### src/rtl/if_stage_if.sv
// rtl/if_stage_if.sv - fetch-stage bus: decode-side controls, imem port and IF/ID outputs
interface if_stage_if;
    logic        stall;
    logic        flush;
    logic        br_taken;
    logic [31:0] br_target;
    logic        j_en;
    logic [31:0] j_target;
    logic        jr_en;
    logic [31:0] jr_target;
    logic [31:0] im_addr;
    logic [31:0] im_data;
    logic [31:0] id_instr;
    logic [31:0] id_pc;
    logic [31:0] id_pc8;
    logic        id_valid;
    logic        id_exc;

    modport master (
        output stall, flush, br_taken, br_target, j_en, j_target, jr_en, jr_target, im_data,
        input  im_addr, id_instr, id_pc, id_pc8, id_valid, id_exc
    );

    modport slave (
        input  stall, flush, br_taken, br_target, j_en, j_target, jr_en, jr_target, im_data,
        output im_addr, id_instr, id_pc, id_pc8, id_valid, id_exc
    );
endinterface

### src/rtl/if_stage.sv
// rtl/if_stage.sv - MIPS instruction fetch: PC, next-PC select, fetch fault check, IF/ID register
module if_stage #(
    parameter logic [31:0] PC_RESET = 32'h0000_3000,
    parameter logic [31:0] IM_BASE  = 32'h0000_3000,
    parameter int unsigned IM_WORDS = 4096
) (
    input  logic       clk,
    input  logic       reset,
    if_stage_if.slave  bus
);
    // 33-bit bounds so a window ending at 2^32 never wraps to zero
    localparam logic [32:0] IM_LO = {1'b0, IM_BASE};
    localparam logic [32:0] IM_HI = IM_LO + (33'(IM_WORDS) << 2);

    logic [31:0] pc;
    logic [31:0] next_pc;
    logic [32:0] pc_ext;
    logic        fault;
    logic [31:0] id_instr;
    logic [31:0] id_pc;
    logic [31:0] id_pc8;
    logic        id_valid;
    logic        id_exc;

    assign bus.im_addr  = pc;
    assign bus.id_instr = id_instr;
    assign bus.id_pc    = id_pc;
    assign bus.id_pc8   = id_pc8;
    assign bus.id_valid = id_valid;
    assign bus.id_exc   = id_exc;

    assign pc_ext = {1'b0, pc};

    always_comb begin
        fault = (pc[1:0] != 2'b00) || (pc_ext < IM_LO) || (pc_ext >= IM_HI);
    end

    always_comb begin
        next_pc = pc + 32'd4;
        if (bus.jr_en) begin
            next_pc = bus.jr_target;
        end else if (bus.j_en) begin
            next_pc = bus.j_target;
        end else if (bus.br_taken) begin
            next_pc = bus.br_target;
        end
    end

    // The instruction in IF when a redirect arrives is the delay slot and is kept.
    always_ff @(posedge clk) begin
        if (reset) begin
            pc       <= PC_RESET;
            id_instr <= 32'd0;
            id_pc    <= 32'd0;
            id_pc8   <= 32'd0;
            id_valid <= 1'b0;
            id_exc   <= 1'b0;
        end else begin
            if (!bus.stall) begin
                pc <= next_pc;
            end
            if (bus.flush) begin
                id_instr <= 32'd0;
                id_valid <= 1'b0;
                id_exc   <= 1'b0;
            end else if (!bus.stall) begin
                id_pc    <= pc;
                id_pc8   <= pc + 32'd8;
                id_valid <= 1'b1;
                id_exc   <= fault;
                id_instr <= fault ? 32'd0 : bus.im_data;
            end
        end
    end
endmodule

### src/flat_wrapper.sv
// flat-port wrapper written by rule: the top's interface ports become plain ports
module if_stage_flat 
#(
    parameter logic [31:0] PC_RESET = 32'h0000_3000,
    parameter logic [31:0] IM_BASE  = 32'h0000_3000,
    parameter int unsigned IM_WORDS = 4096
)
  (clk, reset, bus_stall, bus_flush, bus_br_taken, bus_br_target, bus_j_en, bus_j_target, bus_jr_en, bus_jr_target, bus_im_data, bus_im_addr, bus_id_instr, bus_id_pc, bus_id_pc8, bus_id_valid, bus_id_exc);
  if_stage_if bus_i ();
  input  logic clk;
  input  logic reset;
  input wire logic [$bits(bus_i.stall)-1:0] bus_stall;
  input wire logic [$bits(bus_i.flush)-1:0] bus_flush;
  input wire logic [$bits(bus_i.br_taken)-1:0] bus_br_taken;
  input wire logic [$bits(bus_i.br_target)-1:0] bus_br_target;
  input wire logic [$bits(bus_i.j_en)-1:0] bus_j_en;
  input wire logic [$bits(bus_i.j_target)-1:0] bus_j_target;
  input wire logic [$bits(bus_i.jr_en)-1:0] bus_jr_en;
  input wire logic [$bits(bus_i.jr_target)-1:0] bus_jr_target;
  input wire logic [$bits(bus_i.im_data)-1:0] bus_im_data;
  output wire logic [$bits(bus_i.im_addr)-1:0] bus_im_addr;
  output wire logic [$bits(bus_i.id_instr)-1:0] bus_id_instr;
  output wire logic [$bits(bus_i.id_pc)-1:0] bus_id_pc;
  output wire logic [$bits(bus_i.id_pc8)-1:0] bus_id_pc8;
  output wire logic [$bits(bus_i.id_valid)-1:0] bus_id_valid;
  output wire logic [$bits(bus_i.id_exc)-1:0] bus_id_exc;
  assign bus_i.stall = bus_stall;
  assign bus_i.flush = bus_flush;
  assign bus_i.br_taken = bus_br_taken;
  assign bus_i.br_target = bus_br_target;
  assign bus_i.j_en = bus_j_en;
  assign bus_i.j_target = bus_j_target;
  assign bus_i.jr_en = bus_jr_en;
  assign bus_i.jr_target = bus_jr_target;
  assign bus_i.im_data = bus_im_data;
  assign bus_im_addr = bus_i.im_addr;
  assign bus_id_instr = bus_i.id_instr;
  assign bus_id_pc = bus_i.id_pc;
  assign bus_id_pc8 = bus_i.id_pc8;
  assign bus_id_valid = bus_i.id_valid;
  assign bus_id_exc = bus_i.id_exc;
  if_stage #(.PC_RESET(PC_RESET), .IM_BASE(IM_BASE), .IM_WORDS(IM_WORDS)) u_core (.clk(clk), .reset(reset), .bus(bus_i));
endmodule
### config.mk
export PLATFORM = sky130hd
export DESIGN_NAME = if_stage_flat
export DESIGN_NICKNAME = d
export VERILOG_FILES = /design/src/rtl/if_stage_if.sv /design/src/rtl/if_stage.sv /design/src/flat_wrapper.sv
export SDC_FILE = /design/constraint.sdc
export NUM_CORES = 1
export LEC_CHECK = 0
export ABC_AREA = 1
export CAP_MARGIN = 20
export CORE_ASPECT_RATIO = 1.1
export CORE_MARGIN = 4
export CORE_UTILIZATION = 40
export DETAILED_ROUTE_END_ITERATION = 16
export MAX_ROUTING_LAYER = met4
export PLACE_DENSITY = 0.77
export REMOVE_ABC_BUFFERS = 1
export SLEW_MARGIN = 10
export SYNTH_ARGS = -nofsm -noshare
export SYNTH_HDL_FRONTEND = slang
export SYNTH_SLANG_ARGS = --single-unit
### constraint.sdc
create_clock -name clk -period 1.6 [get_ports clk]
set_input_delay 0.48 -clock clk [delete_from_list [all_inputs] [get_ports clk]]
set_output_delay 0.48 -clock clk [all_outputs]
set_load 0.05 [all_outputs]
==> results by group, run 1 <==
Status
  – Status: finished with violations
  – Failing checks: negative setup slack

Routing
  – Average via count per standard cell: 5.53
  – Met3 Wirelength: approximately 3300 um
  – Via count: 8872
  – WL final: just over 30000 um
  – WL per Instance: between 15 and 20 um
  – Met2 Routed Length: 15000 um
  – DR iter-0 viols: ~860
  – Metal1 wirelength: about 11000 um
  – DRC Markers: 0
  – Top layer in use: met4
  – Antenna-violating nets left: 0
  – Length of the first detailed-routing pass in iterations: 9

Yosys
  – Yosys reg bits: about 130
  – Post-synth top flop: dfxtp_1
  – Yosys Warn Count: 0
  – Mapped Area: between 6000 and 7000 sq um
  – Post-synthesis mux area share: 0%
  – Number of synthesized flops with an enable pin: 0
  – Synth Area in Simple Gates: between 30% and 40%
  – Main combinational cell family by area after synthesis: simple AND/OR/NAND/NOR gates
  – Synth Area in Compound Gates: a little under a fifth
  – Async S/R FF share, synth: 0%
  – Xor/xnor share of the synthesized area: 1.41%
  – Seq/Total Area, Yosys: approximately 37%
  – Post-Synth Adder-Cell Area: 0.548%
  – Cells after Synth: roughly 1000
  – Syn Area/Cell: slightly below 7 sq um
  – Yosys cell types: 39

Die
  – Starting Density: between 40% and 50%
  – Std cell rows: between 40 and 50
  – IO Pins: ~270
  – Die X: between 100 and 150 um
  – Die height: around 150 um
  – Die area: between 15000 and 20000 sq um
  – Area of the core: between 15000 and 20000 sq um

Timing
  – Final setup viols: 5
  – Fin crit share: 102%
  – Max frequency: just over 600 MHz
  – Final Max Slew Viols: 0
  – Setup_tns: -0.0847 ns
  – Slew margin rel.: about 75%
  – Final WS setup: -0.0354 ns
  – Final Hold Viols: 0
  – RSZ-0062 raised after global routing: yes
  – Post-route minimum period: roughly 1.6 ns
  – Least-Margin Pin Slew: 0.381 ns
  – Clock Skew: 0.00791 ns

Worst setup path
  – Crit path required time: around 2.0 ns
  – Crit. End Element: register
  – Setup crit start kind: register
  – Crit-path max FO: 5
  – CP arrival: slightly below 2 ns
  – Register-to-Register Path Depth: 11
  – WS Path Type: reg -> reg

Global route
  – GR Overflow Total: 0
  – Vias in the first global route: between 8000 and 9000
  – Antenna violations before repair: 1
  – Total global-route track usage: 30.0%
  – First-pass GRT wire length: between 40000 and 50000 um
  – Largest net degree at the start of global routing: 37

Clocking
  – Clock Tree Buf Depth: 2
  – Root Buffer: clkbuf_16
  – Num CTS Buffers: 17
  – Clock tree from TritonCTS: yes
  – Worst-path clk slew: roughly 0.06 ns
  – H-tree Lvls: 4
  – Sink Count: 127
  – Clk_lat worst skew: between 0.4 and 0.5 ns

Hold path
  – Hold Path Depth: 2
  – Hold crit path type: reg -> reg

Final layout
  – Layout area overhead: 90.3%
  – Filler cell count: ~1100
  – Fin cells: 1603
  – Fin nets: between 1000 and 1500
  – Final core occ: between 70% and 80%
  – Proportion of layout cells with a drive suffix above 1: 33.1%

Placed design
  – I/O Buffers: between 200 and 300
  – Placed insts: 1552
  – Dpl hpwl: roughly 22000 um
  – Final GP Congestion: about 1.0

Power
  – Maximum VDD drop: 0.694 mV
  – Pleak: approximately 0.0054 uW
  – Tot Pwr: 10300 uW
  – PD cells: ~790 nW/um^2

Run
  – MaxCap Viol Count: 0
==> report_power, final <==
group	internal (uW)	total, uW	switching [uW]
Combinational	1350	2810	1460
Sequential	3310	3510	198
Clock	2490	3940	1450
Total	7150	10300	3110
==> worst max-delay path: stages (launching register included) <==
cell     delay, ns
dfxtp_4       0.39
ha_4          0.16
inv_4         0.04
nor2_4        0.19
nand2_4       0.09
nor2_4        0.19
nand2_1       0.10
nand2_1       0.08
nand3_1       0.08
nand2_1       0.08
nand2_1       0.06
a21oi_2       0.11
==> per-stage QoR <==
stage | hold WS, ns | setup slack, ns | cell area, sq um
2_1_floorplan | 0.549 | -1.67 | 6490
3_3_place_gp | 0.479 | -0.449 | 11800
3_5_place_dp | 0.487 | -0.584 | 11800
4_1_cts | 0.495 | -0.00148 | 12600
5_1_grt | 0.520 | -0.0838 | 13000
6_report | 0.501 | -0.0354 | 13000
==> layout by cell type, fill, tap and decap left out, types with 5 or more instances in the layout <==
cell,count
a221oi_1,15
nand2_4,10
buf_6,15
inv_1,62
dfxtp_2,18
buf_12,144
clkbuf_1,8
a21oi_2,11
nand4_1,40
nand2_1,229
dfxtp_4,10
o21ai_0,75
nor2_1,85
dfxtp_1,99
o21ai_1,6
clkbuf_16,19
inv_2,9
nand2_2,18
clkdlybuf4s50_1,132
a21oi_1,80
nand3_2,5
buf_4,112
or2_2,16
nor2_4,22
o211ai_1,8
xor2_1,7
a22oi_2,5
nor2_2,13
nand3_1,50
o31ai_1,6
==> cell families (layout without fill, tap and decap cells) <==
| logic type | count (synthesis) | count (layout) |
|---|---|---|
| AOI/OAI and AO/OA | 220 | 220 |
| other | 0 | 1 |
| buffers and inverters | 143 | 514 |
| xor gates and xnor gates | 11 | 11 |
| adders and majority gates | 3 | 3 |
| and+or+nand+nor | 498 | 498 |
| DFF | 127 | 127 |
==> layout make-up <==
cell class | count | area (sq um) | area share [%]
antenna | 1 | 2.50 | 0.0192
clock buffer | 26 | 469 | 3.60
clock inverter | 6 | 108 | 0.825
inverter | 75 | 292 | 2.24
multi-input combinational | 732 | 4000 | 30.7
sequential | 127 | 2600 | 20.0
tap | 229 | 287 | 2.20
timing repair buffer | 407 | 5280 | 40.5
==> routing by layer <==
metal  vias up  track usage [%]
met5         -                -
met4         0             13.9
met3       153             8.73
met2       639             50.4
met1      4017             32.7
li1       4063                -
==> synthesized netlist by cell type, types with 8 or more instances <==
cell      instances  share of area (%)
nand2_1         246                 13
dfxtp_1         127                 37
nor2_1          102                5.6
a21oi_1          87                6.4
o21ai_0          78                5.7
inv_1            71                3.9
nand3_1          55                4.0
nand4_1          40                3.7
clkbuf_1         36                2.0
a221oi_1         18                2.3
buf_2            16                1.2
or2_2            16                1.5
nor2_4           12                2.0
o211ai_1          8               0.88
==> state kept, by name (all words and copies together) (netlist names) <==
register	count
u_core.bus.id_instr	32
u_core.bus.id_pc8	32
u_core.bus.id_valid	1
u_core.bus.id_exc	1
u_core.bus.im_addr	32
u_core.bus.id_pc	29
==> final timing paths <==
kind,from,end,slack [ns]
setup / recovery,u_core.bus.im_addr[2],u_core.bus.im_addr[28],-0.04
hold / removal,u_core.bus.id_instr[31],u_core.bus.id_instr[31],0.50
setup reg to reg,u_core.bus.im_addr[2],u_core.bus.im_addr[28],-0.04
hold reg to reg,u_core.bus.id_instr[31],u_core.bus.id_instr[31],0.50
==> timing repair <==
action                                  4_1_cts  5_1_grt
pin swaps                                    11       20
gates resized for setup                      55       94
gates cloned                                  0        2
hold buffers                                  0        0
buffers inserted                              6       12
endpoints found under the setup margin       65       68
Note: power is estimated with default switching activity, not from simulation.
==> run 2, diff against run 1 <==
--- a/config.mk
+++ b/config.mk
@@ -7,12 +7,14 @@
 export LEC_CHECK = 0
 export ABC_AREA = 1
 export CAP_MARGIN = 20
+export CELL_PAD_IN_SITES_DETAIL_PLACEMENT = 1
+export CELL_PAD_IN_SITES_GLOBAL_PLACEMENT = 2
 export CORE_ASPECT_RATIO = 1.1
 export CORE_MARGIN = 4
-export CORE_UTILIZATION = 40
+export CORE_UTILIZATION = 21
 export DETAILED_ROUTE_END_ITERATION = 16
 export MAX_ROUTING_LAYER = met4
-export PLACE_DENSITY = 0.77
+export PLACE_DENSITY_LB_ADDON = 0.1
 export REMOVE_ABC_BUFFERS = 1
 export SLEW_MARGIN = 10
 export SYNTH_ARGS = -nofsm -noshare
==> constraint.sdc (replaced) <==
create_clock -name clk -period 1.4 [get_ports clk]
set_input_delay 0.42 -clock clk [delete_from_list [all_inputs] [get_ports clk]]
set_output_delay 0.42 -clock clk [all_outputs]
set_load 0.05 [all_outputs]
==> run 2 against run 1 <==
Net effect: the flow still finishes with violations (negative setup slack); core utilization shrank 30 points; sequential share of layout area shrank 2.1 points; setup slack worse by 0.29 ns; cell count rose by 20%; maximum frequency down 5.4%; cell area increased by 19%; clock power rose by 29%; power increased by 27%; largest cell class unchanged; highest routed layer unchanged.
==> results by group, run 2 (same netlist as run 1, synthesis figures left out) <==
Status
  – Status: finished with violations
  – Failing checks: negative setup slack

Timing
  – Least-Margin Pin Slew: 0.424 ns (+0.0424 ns)
  – Fin crit share: 123% (+21 points)
  – Final Hold Viols: 0 (unchanged)
  – Max frequency: 579 MHz (-5.4%)
  – Post-route minimum period: 1.73 ns (+0.0926 ns)
  – RSZ-0062 raised after global routing: yes
  – Slew margin rel.: 71.7% (-2.8 points)
  – Final WS setup: -0.328 ns (-0.293 ns)
  – Final Max Slew Viols: 0 (unchanged)
  – Clock Skew: 0.0133 ns (+0.00538 ns)
  – Final setup viols: 115 (+110)

Placed design
  – I/O Buffers: 264 (unchanged)
  – Final GP Congestion: 0.831 (-18%)
  – Placed insts: 1794 (+16%)
  – Dpl hpwl: 27300 um (+25%)

Routing
  – DRC Markers: 0 (unchanged)
  – Length of the first detailed-routing pass in iterations: 4 (-5)
  – WL final: 39600 um (+29%)
  – Antenna-violating nets left: 0 (unchanged)
  – WL per Instance: 20.5 um (+7.7%)
  – Average via count per standard cell: 4.59 (-17%)
  – DR iter-0 viols: 271 (-69%)
  – Via count: 8849 (-0.26%)

Die
  – Area of the core: 32300 sq um (+94%)
  – Starting Density: 21.2% (-20 points)
  – Die X: 180 um (+36%)
  – Die height: 197 um (+36%)
  – Die area: 35600 sq um (+84%)
  – Std cell rows: 69 (+41%)
  – IO Pins: 265 (unchanged)

Worst setup path
  – Largest stage delay, worst path: 0.39 ns (about the same)
  – Crit path required time: 1.76 ns (-0.19 ns)
  – Critical path buffers and inverters: 4 (+3)
  – CP arrival: 2.09 ns (+0.10 ns)
  – CP max-delay cell: nor4_4
  – R2r setup slk: -0.33 ns (-0.29 ns)
  – CP cell instances: buf_8, clkinv_4, nand4_1, nor4_4, buf_6, buf_6, nand4_1, a21oi_2
  – Largest delay contributor family on the critical path: simple AND/OR/NAND/NOR gates
  – WS Path Type: reg -> reg
  – Crit-path max FO: 4 (-1)
  – Crit. End Element: register
  – Setup crit start kind: register

Global route
  – Total global-route track usage: 22.1% (-7.9 points)
  – Largest net degree at the start of global routing: 46 (+24%)
  – First-pass GRT wire length: 58600 um (+30%)
  – Grt met2 use: 38.5% (-12 points)
  – Vias in the first global route: 9477 (+8.6%)
  – Met1 usage: 25.3% (-7.4 points)
  – Grt peak-use layer: met2
  – Met3 usage: 6.26% (-2.5 points)
  – Antenna violations before repair: 1 (unchanged)
  – GR Overflow Total: 0 (unchanged)

Clocking
  – Clk_lat worst skew: 0.43 ns (about the same)
  – Clock Tree Buf Depth: 2 (unchanged)
  – Worst-path clk slew: 0.07 ns (about the same)
  – Num CTS Buffers: 17 (unchanged)
  – Sink Count: 127 (unchanged)
  – Clock tree from TritonCTS: yes
  – H-tree Lvls: 4 (unchanged)
  – CTS Hold Bufs: 0 (unchanged)
  – Root Buffer: clkbuf_16

Final layout
  – Most frequent cells in the layout: nand2_1 (203), buf_4 (159), buf_12 (157)
  – Proportion of layout cells with a drive suffix above 1: 51.0% (+18 points)
  – Most common cell after layout, fill and taps aside: nand2_1
  – Layout area overhead: 126%
  – Final core occ: 48.1% (-30 points)
  – Fin nets: 1626 (+8.5%)
  – Fin cells: 1928 (+20%)

Hold path
  – Hold crit path type: reg -> reg

Power
  – PD cells: 839 nW/um^2 (+6.6%)
  – Maximum VDD drop: 0.577 mV (-17%)
  – Pleak: 0.00656 uW (+21%)
  – Tot Pwr: 13000 uW (+27%)

Run
  – MaxCap Viol Count: 0 (unchanged)
-- run 2: cell count changes in the layout (fill, tap and decap cells not counted), sizes merged --
cell	before	now
buf	272	400
clkbuf	28	22
clkinvlp	1	5
dlygate4sd2	0	4
clkdlybuf4s50	132	129
inv	75	72
bufinv	3	5
bufbuf	0	1
clkinv	2	3
diode	1	2
dlymetal6s2s	1	0
-- run 2: layout make-up --
| class | count | area, sq um |
|---|---|---|
| tap | 426 | 533 |
| clock inverter | 10 | 185 |
| timing repair buffer | 535 | 6780 |
| inverter | 75 | 330 |
| fill | 3651 | 16800 |
| antenna | 2 | 5.00 |
| clock buffer | 21 | 460 |
| sequential | 127 | 2770 |
| multi-input combinational | 732 | 4450 |
-- run 2: worst paths after layout --
kind / from / end / cells past startpoint
max: u_core.bus.im_addr[15] / u_core.bus.id_instr[13] / 8
min: u_core.bus.id_instr[4] / u_core.bus.id_instr[4] / 2
max reg2reg: u_core.bus.im_addr[15] / u_core.bus.id_instr[13] / 8
min reg2reg: u_core.bus.id_instr[4] / u_core.bus.id_instr[4] / 2
-- run 2: power breakdown --
part / internal [uW] / total [uW] / switching [uW]
Clock: 3240 / 5080 / 1830
Sequential: 3790 / 4000 / 215
Combinational: 1990 / 3930 / 1940
-- run 2: what timing repair did --
item / in CTS / in global routing
pin swaps: 84 / 104
buffers inserted: 71 / 36
gates resized for setup: 316 / 184
cloned: 9 / 1
endpoints found under the setup margin: 168 / 174
-- run 2: per-stage QoR --
| step | area (sq um) | hold slack [ns] | worst slack (ns) | setup TNS (ns) |
|---|---|---|---|---|
| 6_report | 15500 | 0.483 | -0.328 | -19.84 |
| 4_1_cts | 14800 | 0.486 | -0.242 | -15.50 |
| 3_5_place_dp | 12500 | 0.487 | -0.732 | -49.27 |
| 2_1_floorplan | 6490 | 0.489 | -1.81 | -142.89 |
| 5_1_grt | 15500 | 0.496 | -0.386 | -28.05 |
| 3_3_place_gp | 12500 | 0.480 | -0.707 | -47.65 |
-- run 2: layer usage --
layer	share of wire, %	vias to the layer above
met3	6.1	37
li1	-	4322
met4	1.8	0
met2	51	210
met5	0	-
met1	41	4280
-- run 2: tightest hold or removal path, cell delays in order (launching register included) --
cell and delay [ns]:
dfxtp_2 0.33, nand2_1 0.06, a21oi_1 0.05
